--- config.mk ---
export PLATFORM = sky130hd
export DESIGN_NAME = mem_port_arbiter
export DESIGN_NICKNAME = d
export VERILOG_FILES = /design/src/rtl/mem_port_arbiter.sv
export SDC_FILE = /design/constraint.sdc
export NUM_CORES = 1
export LEC_CHECK = 0
export BUFFER_PORTS_ARGS = -buffer_cell sky130_fd_sc_hd__buf_2
export CAP_MARGIN = 20
export CORE_AREA = 2 2 107 109
export CTS_CLUSTER_DIAMETER = 100
export DETAILED_ROUTE_END_ITERATION = 8
export DIE_AREA = 0 0 109 111
export SYNTH_ARGS = -nofsm -noshare
export SYNTH_HDL_FRONTEND = slang
export SYNTH_SLANG_ARGS = --single-unit
--- constraint.sdc ---
create_clock -name CLK -period 1.52 [get_ports CLK]
set_input_delay 0.076 -clock CLK [delete_from_list [all_inputs] [get_ports CLK]]
set_output_delay 0.076 -clock CLK [all_outputs]
set_load 0.01 [all_outputs]
--- src/rtl/mem_port_arbiter.sv ---
// Two-requester arbiter (instruction fetch, data stage) in front of one shared memory port.
// Optional fetch starvation guard enabled with macro ARB_STARVE_GUARD_EN.
module mem_port_arbiter #(
    parameter int STARVE_LIMIT = 4
) (
    input  logic        CLK,
    input  logic        RESET,
    input  logic        if_req,
    input  logic [31:0] if_addr,
    output logic        if_gnt,
    output logic        if_rvalid,
    output logic [31:0] if_rdata,
    input  logic        d_req,
    input  logic        d_we,
    input  logic [31:0] d_addr,
    input  logic [31:0] d_wdata,
    input  logic [1:0]  d_size,
    input  logic        d_sign,
    output logic        d_gnt,
    output logic        d_rvalid,
    output logic [31:0] d_rdata,
    output logic        mem_req,
    output logic        mem_we,
    output logic [31:0] mem_addr,
    output logic [31:0] mem_wdata,
    output logic [1:0]  mem_size,
    output logic        mem_sign,
    input  logic        mem_ready,
    input  logic        mem_rvalid,
    input  logic [31:0] mem_rdata,
    output logic        arb_busy
);

    typedef enum logic { IDLE, WAIT_RD } state_t;
    typedef enum logic { OWN_IF, OWN_D } owner_t;

    if (STARVE_LIMIT < 1 || STARVE_LIMIT > 15) begin : g_limit_check
        $error("STARVE_LIMIT must be in 1..15");
    end

    state_t state_q, state_d;
    owner_t owner_q, owner_d;
    logic   can_issue, sel_d, sel_if, rsp_valid;
    logic   fetch_first;

`ifdef ARB_STARVE_GUARD_EN
    localparam logic [3:0] LIMIT = 4'(STARVE_LIMIT);
    logic [3:0] starve_cnt_q, starve_cnt_d;

    // Counts data grants that overtook a waiting fetch; any fetch grant or idle fetch clears it.
    always_comb begin
        starve_cnt_d = starve_cnt_q;
        if (!if_req || if_gnt)
            starve_cnt_d = 4'd0;
        else if (d_gnt && starve_cnt_q != LIMIT)
            starve_cnt_d = starve_cnt_q + 4'd1;
    end

    always_ff @(posedge CLK or posedge RESET) begin
        if (RESET) starve_cnt_q <= 4'd0;
        else       starve_cnt_q <= starve_cnt_d;
    end

    assign fetch_first = (starve_cnt_q == LIMIT);
`else
    assign fetch_first = 1'b0;
`endif

    // NOTE: every output and next-state value gets a default first so no latch is inferred.
    always_comb begin
        can_issue = !RESET && ((state_q == IDLE) || mem_rvalid);
        sel_d     = can_issue && d_req && !(fetch_first && if_req);
        sel_if    = can_issue && if_req && !sel_d;

        mem_req   = sel_d || sel_if;
        mem_we    = 1'b0;
        mem_addr  = 32'd0;
        mem_wdata = 32'd0;
        mem_size  = 2'b00;
        mem_sign  = 1'b0;
        if (sel_d) begin
            mem_we    = d_we;
            mem_addr  = d_addr;
            mem_wdata = d_wdata;
            mem_size  = d_size;
            mem_sign  = d_sign;
        end else if (sel_if) begin
            mem_addr  = if_addr;
            mem_size  = 2'b10;
        end

        d_gnt  = sel_d && mem_ready;
        if_gnt = sel_if && mem_ready;

        // Responses are only meaningful while a read is outstanding; IDLE drops stray ones.
        rsp_valid = !RESET && (state_q == WAIT_RD) && mem_rvalid;
        if_rvalid = rsp_valid && (owner_q == OWN_IF);
        d_rvalid  = rsp_valid && (owner_q == OWN_D);
        if_rdata  = if_rvalid ? mem_rdata : 32'd0;
        d_rdata   = d_rvalid  ? mem_rdata : 32'd0;

        arb_busy  = !RESET && (state_q == WAIT_RD);

        state_d = state_q;
        owner_d = owner_q;
        if (rsp_valid)
            state_d = IDLE;
        if (d_gnt && !d_we) begin
            state_d = WAIT_RD;
            owner_d = OWN_D;
        end else if (if_gnt) begin
            state_d = WAIT_RD;
            owner_d = OWN_IF;
        end
    end

    // NOTE: sequential state uses non-blocking assignments so all registers update together.
    always_ff @(posedge CLK or posedge RESET) begin
        if (RESET) begin
            state_q <= IDLE;
            owner_q <= OWN_IF;
        end else begin
            state_q <= state_d;
            owner_q <= owner_d;
        end
    end

endmodule

Word level (Yosys, flattened, before mapping):

Cells that the tools add are included.

* muxes and demuxes: 14
* bitwise logic cells: 2
* reductions and logical operators: 18

Operator list (number)
* 32-bit 2-to-1 mux: 5
* 1-bit logical AND: 11
* 1-bit 2-to-1 mux: 7
* 2-bit 2-to-1 mux: 2
* 1-bit zero test: 3
* 3-bit nonzero test: 1
* 1-bit logical OR: 2
* 1-bit inverter: 2
* 2-bit nonzero test: 1

* register bits: 2
* bits of input ports: 138
* output and inout bits: 138
* logic and storage cells: 36

Logic depth before layout (Yosys ltp):

* depth after elaboration: 9
* depth in mapped cells: 6
* depth with buffers taken out: 3

Worst setup path after synthesis:

Ideal clock, no wire load.

* kind: reg-to-output
* start: register state_q
* end: output mem_addr[22]
* data arrival time: 1349 ps
* data required time: 1444 ps
* slack: 95 ps
* cell stages (with the launch flop): 5
* buffers on the path: 1
* cell sequence: dfrtp_1 -> nor2b_1 -> nor4b_2 -> buf_2 -> a22o_1

* longest elaborated chain between the ends: 8
* elaborated cells on any way between the ends: 9
* those cells by class: 2 x mux; 1 x bitwise; 6 x reduce/logical

RTL lines
* start, declared: line 41 `state_t state_q, state_d;`
* start signal, assigned: line 123 `state_q <= state_d;`
* 1-bit inverter *: line 71 `can_issue = !RESET && ((state_q == IDLE) || mem_rvalid);`
* 1-bit logical OR *: line 71
* 1-bit logical AND *: line 71
* 1-bit logical AND: line 72 `sel_d = can_issue && d_req && !(fetch_first && if_req);`
* 1-bit zero test: line 73 `sel_if = can_issue && if_req && !sel_d;`
* 1-bit logical AND: line 73
* 32-bit 2-to-1 mux: line 87 `end else if (sel_if) begin`
* 32-bit 2-to-1 mux *: line 81 `if (sel_d) begin`
* end, declared: line 24 `output logic [31:0] mem_addr,`

Every way passes the cells marked *; elsewhere a longest branch is shown, timed or not.

Worst setup path in the final report:

* start: register state_q
* end: output mem_addr[6]

The elaborated chain is that of the path after synthesis.

==> flow_summary_export.csv <==
group,metric,value,unit
yosys,syn-instance-count,177,
cts,cts_tree,"yes",
placed_design,dp_hpwl,5300,um
worst_setup_path,worstPathMaxFanout,8,
global_route,grt_pass1_vias,1983,
placed_design,port_buffers,275,
timing,slew_violations,0,
cells_and_area,antenna_cells,0,
floorplanning,ioPinCount,276,
timing,tightest_slew,0.273,ns
worst_setup_path,r2r-end,"owner_q$_DFFE_PP0P_",
yosys,synth_seq_cells,2,
cells_and_area,multiInputGateArea,1070,um^2
routing,viasPerCell,3.93,
placed_design,gp_congestion,0.732,
routing,antenna_left,0,
cts,numClockSinks,2,
cts,path_clk_slew,0.03,ns
run,drv_cap,0,
worst_setup_path,crit_family,"buffers and inverters",
min_path,hp-class,"in2reg",
floorplanning,floorplan.die.height,111,um
timing,rsz0062_at_grt,"yes",
pwr,power_density,406,nW/um^2
worst_setup_path,crit_chain,"buf_4 -> buf_6 -> nand2b_4 -> and2_4 -> clkbuf_16 -> a22o_1 -> buf_2",
min_path,whs_path_depth,2,
yosys,synth-seq-area-share,4.15,%
floorplanning,std_cell_rows,39,
routing,wl_per_cell,12.2,um
global_route,track_usage,9.69,%
routing,vias,2332,
floorplanning,start_util,10.9,%
pwr,peakVddDrop,483,uV
global_route,grt_max_degree,37,
yosys,synth_warnings,0,
cts,numCtsBuffers,3,
timing,setup_viol_count_final,97,
cells_and_area,fill_cells,1202,
placed_design,place_inst,580,
timing,slew_headroom,81.6,%
worst_setup_path,crit_arrival,1.57,ns
timing,finalHoldViolCount,0,
worst_setup_path,ff2ff_path_depth,6,
timing,fmax,608,MHz
worst_setup_path,worstSetupStartpointType,"flip-flop",
timing,period_needed,1.64,ns
floorplanning,die-area,12100,um^2
cells_and_area,final_net_count,591,
cells_and_area,drive_gt1_share,67.2,%
global_route,grt_pass1_wl,9640,um
cells_and_area,syn2layout_area_growth,151,%
cts,root_buffer,"clkbuf_16",
timing,whs,0.0798,ns
cells_and_area,final_common_cell,"buf_2",
yosys,yosysUniqueCellTypes,22,
worst_setup_path,cp.required,1.44,ns
cells_and_area,seqCellArea,50.0,um^2
cts,clock_path_buffers,2,
global_route,grt_antenna_before_repair,0,
pwr,power.total,1230,uW
yosys,syn_avg_cell_area,6.82,um^2
cells_and_area,layout_common_cells,"buf_2 (274), and2_1 (64), and3_1 (33)",
cts,htreeDepth,1,
cells_and_area,finalNonFillerCells,594,
worst_setup_path,slowest_stage,"dfrtp_1",
routing,drt-initial-drc-count,81,
cells_and_area,fin_area,3030,um^2
yosys,synth_nets,315,
floorplanning,core_area,11100,um^2
worst_setup_path,cp_num_buf_inv,4,
worst_setup_path,cp_slowest_stage_delay,0.37,ns
timing,min_period_over_period,108,%
yosys,syn_area,1210,um^2
timing,tns,-7.99,ns
pwr,leakage,0.00205,uW
cts,clk-insertion-delay-late,0.22,ns
timing,postLayoutSetupSlackWorst,-0.124,ns
outcome,violations,"setup timing",
worst_setup_path,end_kind,"output pin",
min_path,hold_end,"owner_q$_DFFE_PP0P_",
placed_design,dpl_cell_area,2750,um^2
worst_setup_path,path_class,"reg2out",
worst_setup_path,rr_startpoint,"state_q$_DFFE_PP0P_",
global_route,grt-ovfl-total,0,
routing,dr.pass1.iters,4,
timing,final.setup_skew,0.00230,ns
worst_setup_path,r2r_slack,0.32,ns
min_path,hp-start,"d_we",
routing,wl,7260,um
outcome,status,"complete, but fails checks",
routing,drcViolationCount,0,
floorplanning,die_x,109,um
==> final cells by class <==
cell class                      count  area share, %
Tap cell                          143           5.90
Clock buffer                        3           2.48
Inverter                            4          0.495
Multi-Input combinational cell    150           35.2
Timing Repair Buffer              292           54.3
Sequential cell                     2           1.65
==> what timing repair did <==
action / in CTS / in global routing
buffers inserted: 6 / 1
endpoints found under the hold margin: 2 / 0
hold buffers: 1 / 0
pin swaps: 0 / 7
gates resized for setup: 7 / 15
setup endpoints to repair: 33 / 117
cloned: 2 / 4
==> worst max-delay path by stage <==
stage	cells after the start	end	from	slack, ns
finish	7	mem_addr[6]	state_q$_DFFE_PP0P_	-0.12
global route	6	mem_addr[14]	state_q$_DFFE_PP0P_	-0.22
CTS	7	mem_addr[14]	state_q$_DFFE_PP0P_	-0.16
detailed placement	5	mem_addr[14]	state_q$_DFFE_PP0P_	0.06
global placement	5	mem_addr[14]	state_q$_DFFE_PP0P_	0.08
floorplan	4	mem_addr[22]	state_q$_DFFE_PP0P_	0.1
==> flip-flops by register name, summed over array words and instances (netlist names) <==
register  count
owner_q       1
state_q       1
==> through the flow <==
stage | utilization, % | setup WS, ns
2_1_floorplan | - | 0.0952
3_3_place_gp | 24.8 | 0.0806
3_5_place_dp | 24.8 | 0.0575
4_1_cts | 26.5 | -0.159
5_1_grt | 27.4 | -0.217
6_report | 27.4 | -0.124
==> Yosys cell counts (all sizes together) <==
library cell,instances,area (um^2)
and2,65,407
and3,35,219
a22o,32,280
clkbuf,13,48.8
buf,8,71.3
inv,4,15.0
nand2,3,11.3
nor2b,3,18.8
and4,2,17.5
dfrtp,2,50.1
a21o,1,7.51
nand2b,1,6.26
nand3,1,5.00
nor2,1,3.75
nor3,1,5.00
nor4,1,6.26
nor4b,1,15.0
o2111ai,1,8.76
o21ai,1,5.00
o22ai,1,6.26
==> worst reg2reg max path, stage by stage, from the launching register on <==
cell      delay (ns)
dfrtp_1         0.37
buf_4           0.14
buf_6           0.12
nand2b_4        0.07
buf_12          0.16
nand3_1         0.11
o22ai_1         0.16
==> power by group <==
group          internal (uW)  leakage (uW)  total (uW)  switching [uW]
clock network            335     0.0000370         396            61.4
logic                    413       0.00199         767             354
registers               63.5     0.0000236        67.5            3.96
==> cell families after synthesis <==
group	synth area share (%)
simple gates	59.2
flops	4.15
buf+inv	11.2
compound gates	25.5
==> per-layer routing <==
metal	share of wire [%]	vias to the layer above	global-route usage (%)
li1	-	1172	-
met4	0	0	1.11
met1	40	1035	11.7
met3	7.7	0	0.941
met2	52	125	18.5
met5	0	-	0
No activity file was read; power rests on OpenSTA's default activity.
